==> config.mk <==
export PLATFORM = sky130hd
export DESIGN_NAME = mem_port_arbiter
export DESIGN_NICKNAME = d
export VERILOG_FILES = /design/src/rtl/mem_port_arbiter.sv
export SDC_FILE = /design/constraint.sdc
export NUM_CORES = 1
export LEC_CHECK = 0
export ABC_AREA = 1
export BUFFER_PORTS_ARGS = -buffer_cell sky130_fd_sc_hd__buf_2
export CORE_MARGIN = 2
export CORE_UTILIZATION = 52
export DETAILED_ROUTE_END_ITERATION = 10
export GPL_TIMING_DRIVEN = 0
export PLACE_DENSITY = 0.85
export SETUP_SLACK_MARGIN = 0.2
export SLEW_MARGIN = 0
export SYNTH_ARGS = -nofsm -noshare
export SYNTH_HDL_FRONTEND = slang
export SYNTH_SLANG_ARGS = --single-unit
==> constraint.sdc <==
create_clock -name CLK -period 5.13 [get_ports CLK]
set_clock_uncertainty 0.15 [all_clocks]
set_input_delay 0.513 -clock CLK [delete_from_list [all_inputs] [get_ports CLK]]
set_output_delay 0.513 -clock CLK [all_outputs]
set_load 0.02 [all_outputs]
==> src/rtl/mem_port_arbiter.sv <==
// mem_port_arbiter: shares one synchronous single-port memory between the
// CPU datapath and the debug/loader port. Each access runs a fixed
// IDLE -> ISSUE -> WAIT -> DONE sequence. Debug has priority, but a run
// counter hands the port to a waiting CPU after MAX_DBG_RUN debug grants.
module mem_port_arbiter #(
  parameter int DW          = 16,
  parameter int AW          = 16,
  parameter int MAX_DBG_RUN = 4
) (
  input  logic          CLK,
  input  logic          reset,
  input  logic          cpu_req,
  input  logic          cpu_we,
  input  logic [AW-1:0] cpu_addr,
  input  logic [DW-1:0] cpu_wdata,
  output logic          cpu_ack,
  output logic [DW-1:0] cpu_rdata,
  input  logic          dbg_req,
  input  logic          dbg_we,
  input  logic [AW-1:0] dbg_addr,
  input  logic [DW-1:0] dbg_wdata,
  output logic          dbg_ack,
  output logic [DW-1:0] dbg_rdata,
  output logic          mem_en,
  output logic          mem_we,
  output logic [AW-1:0] mem_addr,
  output logic [DW-1:0] mem_wdata,
  input  logic [DW-1:0] mem_rdata,
  output logic          busy
);

  localparam int RW = $clog2(MAX_DBG_RUN + 1);

  typedef enum logic [1:0] {
    S_IDLE  = 2'd0,
    S_ISSUE = 2'd1,
    S_WAIT  = 2'd2,
    S_DONE  = 2'd3
  } state_t;

  state_t        state_q, state_d;
  logic [RW-1:0] dbg_run_q, dbg_run_d;
  logic          win_dbg_q, win_dbg_d;
  logic          txn_we_q, txn_we_d;
  logic          mem_en_q, mem_en_d;
  logic          mem_we_q, mem_we_d;
  logic [AW-1:0] mem_addr_q, mem_addr_d;
  logic [DW-1:0] mem_wdata_q, mem_wdata_d;
  logic          cpu_ack_q, cpu_ack_d;
  logic          dbg_ack_q, dbg_ack_d;
  logic [DW-1:0] cpu_rdata_q, cpu_rdata_d;
  logic [DW-1:0] dbg_rdata_q, dbg_rdata_d;
  logic          run_at_max;
  logic          pick_dbg;

  // Next-state, arbitration and registered-output decode
  always_comb begin
    state_d     = state_q;
    dbg_run_d   = dbg_run_q;
    win_dbg_d   = win_dbg_q;
    txn_we_d    = txn_we_q;
    mem_en_d    = 1'b0;
    mem_we_d    = 1'b0;
    mem_addr_d  = mem_addr_q;
    mem_wdata_d = mem_wdata_q;
    cpu_ack_d   = 1'b0;
    dbg_ack_d   = 1'b0;
    cpu_rdata_d = cpu_rdata_q;
    dbg_rdata_d = dbg_rdata_q;
    run_at_max  = (dbg_run_q == RW'(MAX_DBG_RUN));
    // Debug wins unless the CPU is waiting and debug has used up its run
    pick_dbg    = dbg_req && !(cpu_req && run_at_max);

    case (state_q)
      S_IDLE: begin
        if (cpu_req || dbg_req) begin
          state_d     = S_ISSUE;
          win_dbg_d   = pick_dbg;
          txn_we_d    = pick_dbg ? dbg_we : cpu_we;
          mem_en_d    = 1'b1;
          mem_we_d    = pick_dbg ? dbg_we : cpu_we;
          mem_addr_d  = pick_dbg ? dbg_addr : cpu_addr;
          mem_wdata_d = pick_dbg ? dbg_wdata : cpu_wdata;
          // Count only debug grants that made a pending CPU wait
          if (pick_dbg && cpu_req) begin
            dbg_run_d = run_at_max ? dbg_run_q : dbg_run_q + RW'(1);
          end else begin
            dbg_run_d = '0;
          end
        end
      end
      S_ISSUE: state_d = S_WAIT;
      S_WAIT: begin
        state_d   = S_DONE;
        cpu_ack_d = !win_dbg_q;
        dbg_ack_d = win_dbg_q;
        if (!txn_we_q) begin
          if (win_dbg_q) dbg_rdata_d = mem_rdata;
          else           cpu_rdata_d = mem_rdata;
        end
      end
      S_DONE:  state_d = S_IDLE;
      default: state_d = S_IDLE;
    endcase
  end

  // State and output registers; reset aborts any transaction in flight
  always_ff @(posedge CLK or posedge reset) begin
    if (reset) begin
      state_q     <= S_IDLE;
      dbg_run_q   <= '0;
      win_dbg_q   <= 1'b0;
      txn_we_q    <= 1'b0;
      mem_en_q    <= 1'b0;
      mem_we_q    <= 1'b0;
      mem_addr_q  <= '0;
      mem_wdata_q <= '0;
      cpu_ack_q   <= 1'b0;
      dbg_ack_q   <= 1'b0;
      cpu_rdata_q <= '0;
      dbg_rdata_q <= '0;
    end else begin
      state_q     <= state_d;
      dbg_run_q   <= dbg_run_d;
      win_dbg_q   <= win_dbg_d;
      txn_we_q    <= txn_we_d;
      mem_en_q    <= mem_en_d;
      mem_we_q    <= mem_we_d;
      mem_addr_q  <= mem_addr_d;
      mem_wdata_q <= mem_wdata_d;
      cpu_ack_q   <= cpu_ack_d;
      dbg_ack_q   <= dbg_ack_d;
      cpu_rdata_q <= cpu_rdata_d;
      dbg_rdata_q <= dbg_rdata_d;
    end
  end

  assign cpu_ack   = cpu_ack_q;
  assign dbg_ack   = dbg_ack_q;
  assign cpu_rdata = cpu_rdata_q;
  assign dbg_rdata = dbg_rdata_q;
  assign mem_en    = mem_en_q;
  assign mem_we    = mem_we_q;
  assign mem_addr  = mem_addr_q;
  assign mem_wdata = mem_wdata_q;
  assign busy      = (state_q != S_IDLE);

endmodule

* Yosys cells after proc, flatten, opt, wreduce, memory -nomap -nowiden
Cells that the tools add are included.
** Storage, ports and cells
- Output and inout port bits :: 69
- Logic and storage cells :: 46
- Register bits :: 75
** Cells by class
- Add/subtract/negate cells :: 1
- Reduce and logical (&&, ||, !) cells :: 12
- Muxes and demuxes :: 13
- Eq/ne operators :: 6
- Bitwise operators :: 2
** Operator list (count)
- 16-bit 2-to-1 mux :: 2
- 3-bit AND reduction :: 3
- 2-bit one-hot mux with 4 select lines :: 1
- 1-bit 2-to-1 mux :: 7
- 3-bit 2-to-1 mux :: 2
- 2-bit == test, second input constant :: 2
- 2-bit inequality test, second input constant :: 2
- 3-bit by 1-bit adder with 3-bit output, second input constant :: 1
- 3-bit == test, second input constant :: 1
- 1-bit logical AND :: 3
- 2-bit by 1-bit == test with 1-bit output, second input constant :: 1
- 1-bit logical NOT :: 2
- 2-bit logical NOT :: 1
- 2-bit 2-to-1 mux :: 1
- 1-bit inverter :: 2
- 2-bit AND reduction :: 1
- 2-bit nonzero test :: 1
- 1-bit logical OR :: 1

* Logic depth before layout (Yosys ltp)
- Depth in word-level cells :: 7
- Mapped depth :: 9
- Mapped depth without buffers :: 7

* Least setup slack after synthesis
OpenSTA, ideal clock, no wires.
- Path type :: reg2reg
- Start :: register state_q[0]
- End :: register mem_addr_q[10], in the netlist mem_addr[10]
- Data arrival time :: 1.260 ns
- Period minus slack after synthesis :: 1.527 ns
- Library setup time :: 0.118 ns
- Setup slack :: 3.603 ns
- Data required time :: 4.862 ns
- Cell stages (with the launch flop) :: 10
- Cells stage by stage :: dfrtp_1 > inv_1 > ha_1 > inv_1 > nor2_4 > inv_2 > buf_4 > buf_6 > nand2_1 > nand2_1
** On the way
- Cells in the longest elaborated chain, start to end :: 2
** Ends and longest elaborated chain
- start, declared :: line 41 : state_t state_q, state_d;
- start signal, assigned :: line 123 : state_q <= state_d;
- 2-bit logical NOT :: line 74 : case (state_q)
- 2-bit AND reduction (no line)
- end signal, assigned :: line 129 : mem_addr_q <= mem_addr_d;
- end, declared :: line 47 : logic [AW-1:0] mem_addr_q, mem_addr_d;
Every way passes these cells.
A chain may end at the register's enable or synchronous reset.

* Worst setup path after layout
- Start :: register state_q[0]
- End :: output port busy
** On the way
- Cells in the longest elaborated chain, start to end :: 1
** Ends and longest elaborated chain
- 2-bit nonzero test :: line 146 : assign busy = (state_q != S_IDLE);
- end, declared :: line 29 : output logic busy
Every way passes these cells.

==> results by stage <==
Run status:
- The run finished with clean final reports.

Timing:
- The final number of max-transition violations is 0.
- The worst slew margin relative to its limit is 40.7%.
- Setup repair after global routing left no endpoint under its margin.
- The hold violation total from the final report is 0.
- The actual slew at the worst max-slew pin is 0.889 ns.
- The post-route setup TNS is 0 ns.
- The highest achievable clock rate is approximately 510 MHz.
- The share of the clock period used by the worst path after layout is 38.4%.
- Setup violations remaining at the end of the flow were counted as 0.
- Counting I/O delays and the setup requirement, the final critical path takes 1.97 ns.

Placed design:
- The half-perimeter wire length after placement is about 6.4 mm.
- The number of buffers added on ports is 153.
- Summing all placed instances gives a cell area of between 0.004 and 0.005 sq mm.
- The routability congestion estimate from global placement is 0.783.

Drt:
- The residual DRC count is 0.
- The number of violations reported at the end of detailed-routing iteration 0 is just over 100.
- Once detail routing completed, the nets flagged for antenna violations numbered 0.
- Detailed routing inserted a total of 3390 vias.
- Wires add up to a little under 9 mm.
- In the final routed layout, each cell accounts on average for 12.0 um.
- The first detailed-routing pass ran for 5 iterations.
- The via density per instance is 4.71.

Worst setup path:
- In this run the register-to-register setup slack is 3.38 ns.
- The worst register-to-register path begins at dbg_run_q[0].
- Walking the worst path, the cells encountered are inv_1 > ha_1 > inv_1 > buf_2.
- For the worst setup path, the data arrival time is 1.31 ns.
- The largest individual stage delay along the critical path comes from the cell dfrtp_1.
- The most common cell type on the critical path is inv_1.
- The required time of the critical path is between 4 and 5 ns.
- The critical path launch point is state_q[0].
- In this run the worst path has a maximum fanout of 3.
- The endpoint type of the worst setup path is an output pin.
- The type of the worst setup path is reg2out.
- On the worst path, the slowest cell contributes a delay of 0.35 ns.
- The element type at the critical path start is a flip-flop.

Yosys:
- The number of warnings printed during yosys synthesis is 0.
- The area share of the largest cell type after synthesis is between 50 and 60%.
- The number of nets handed over by synthesis was 544.
- The synthesized design contains 0 enable-type register cells.
- The netlist uses 20 different library cells.
- After synthesis, the mean cell area works out to around 8.1 sq um.
- The cell with the most instances after synthesis is nand2_1.
- The mapped netlist covers 0.00366 sq mm.
- Sequential elements use 51.3% of the synthesized area.
- In this run, synthesis produced a sequential element count of 75.
- By count the netlist is led by nand2_1, inv_1, dfrtp_1.
- Counting flops with an async set or reset pin after synthesis yields a share of 100%.
- The dominant register cell in the synthesized netlist is dfrtp_1.
- After synthesis, the cell types taking the most area are dfrtp_1, nand2_1, nand3_1.
- Synthesis produced a netlist whose cell count is 454.
- The cell taking the most area after synthesis is dfrtp_1.

Clock network:
- The insertion delay to the later sink of the worst-skew pair is 0.34 ns.
- Post-CTS repair changed the size of 0 cells.
- The number of clock sinks is 75.
- The number of clock buffers added by TritonCTS is 9.
- No sink is reached through more buffers than the 2 on the longest clock path.
- CTS placed an instance of clkbuf_8 at the clock tree root.
- The number of buffers inserted to repair setup after CTS is 0.
- After clock tree synthesis, the clock-pin slew on the worst setup and hold paths is 0.09 ns.
- The clock tree from TritonCTS is built.
- For this design, the CTS-stage hold fixing added 0 buffers.
- The maximum level of the CTS H-tree is 3.

Final layout:
- The total inserted antenna cells is 0.
- The layout has 584 filler cells.
- At the end of the flow, the number of nets in the layout was 708.
- The multi-input combinational cell area is about 0.0012 sq mm.
- The growth of design area from synthesis to finish is 29.3%.
- The finished cells cover 0.00473 sq mm.
- The sequential cells in the finished layout cover a total of around 0.0019 sq mm.
- In the final layout, the share of cells above drive strength 1 is 33.7%.

GRT:
- Entering global routing, the biggest net connects between 70 and 80 pins.
- The wire length of the first global-routing pass is 14.2 mm.
- The number of antenna violations at the first check in global routing was 0.
- Global routing used a little under a quarter of the available tracks.
- The via count of the first global-routing pass is between 3k and 4k.
- The total overflow reported by the global router is 0.

Die:
- The core footprint is between 0.006 and 0.007 sq mm.
- The number of primary I/O pins is 155.
- The standard-cell row count is 30.
- The initial standard-cell utilization of the core is 53.8%.
- The full die area is 0.00772 sq mm.
- The die boundary height is 87.9 um.
- The die is roughly 88 um wide.

Pwr:
- For this design the ratio of total power to cell area is around 600 mW/mm^2.
- The static leakage power is 2.91 nW.
- The worst IR drop on VDD is 0.234 mV.

Worst hold path:
- The min-delay analysis places its worst path in the category in2async.

Run:
- The number of violations of the max-capacitance limit is 0.
[metrics by stage]
stage               setup slack (ns)  utilization (%)  std cells  power, mW  hold WS (ns)
finish                          3.16             69.6        719       2.78         0.189
CTS                             3.15             69.6        719       2.80         0.231
floorplan                       2.56                -        454       1.91         0.294
detailed placement              3.38             66.9        703       2.37         0.310
global placement                1.78             66.9        703       2.32         0.310
global route                    3.11             69.6        719       2.99         0.262
[worst max-delay path, delay by kind of cell (launching register included)]
kind | cells | cell delay (ns)
adder cells (fa/ha/maj) | 1 | 0.21
flip-flops | 1 | 0.35
buffers and inverters | 3 | 0.41
[cells by family (layout without fill, tap and decap cells)]
family | count (synthesis) | count (layout) | share of synthesized area (%)
fa+ha+maj | 4 | 4 | 1.37
buf+inv | 118 | 287 | 14.8
flops | 75 | 75 | 51.3
simple gates | 221 | 221 | 25.8
xor+xnor | 1 | 1 | 0.240
compound gates | 35 | 35 | 6.43
[power by group]
part	switching, mW	total, mW	internal (mW)
clock	0.238	0.422	0.184
combinational	0.850	1.32	0.470
sequential	0.153	1.03	0.880
[final cells by class]
type                            count  share of cell area (%)
Timing Repair Buffer              153                    16.2
Clock buffer                        9                    2.62
Clock inverter                      7                    1.24
Buffer                             25                    4.10
Sequential cell                    75                    39.7
Multi-Input combinational cell    261                    26.2
Inverter                           93                    7.44
Tap cell                           96                    2.54
[state kept, by name, indices dropped and copies added, names as in the netlist]
register / cells
win_dbg_q: 1
mem_we: 1
mem_wdata: 16
dbg_ack: 1
mem_en: 1
cpu_rdata: 16
state_q: 2
mem_addr: 16
dbg_rdata: 16
cpu_ack: 1
txn_we_q: 1
dbg_run_q: 3
[cell usage in the layout, fill, tap and decap left out, types with 2 or more instances in the layout]
cell      count
buf_2       158
nand2_1     143
inv_1        91
dfrtp_1      75
nand3_1      70
o21ai_0      18
o21ai_2      16
buf_6        11
clkbuf_8      9
clkbuf_1      5
ha_1          4
buf_4         3
nor2_1        3
inv_6         3
nor2_4        2
[path summary, 6_finish.rpt]
check	cells after the start	endpoint
worst max-delay path	4	busy
worst min-delay path	2	mem_addr[10]
worst max register to register	7	mem_wdata[10]
min in group CLK	3	dbg_rdata[8]
max in group asynchronous	2	mem_addr[11]
worst min register to register	2	dbg_rdata[13]
[routing by layer]
layer | routed length (um) | GRT usage (%) | vias up
met5 | 0 | 0 | -
met4 | 165 | 10.5 | 0
met3 | 408 | 3.96 | 14
met2 | 4380 | 40.7 | 127
met1 | 3710 | 28.9 | 1552
li1 | - | - | 1697
Note: power is estimated with default switching activity, not from simulation.
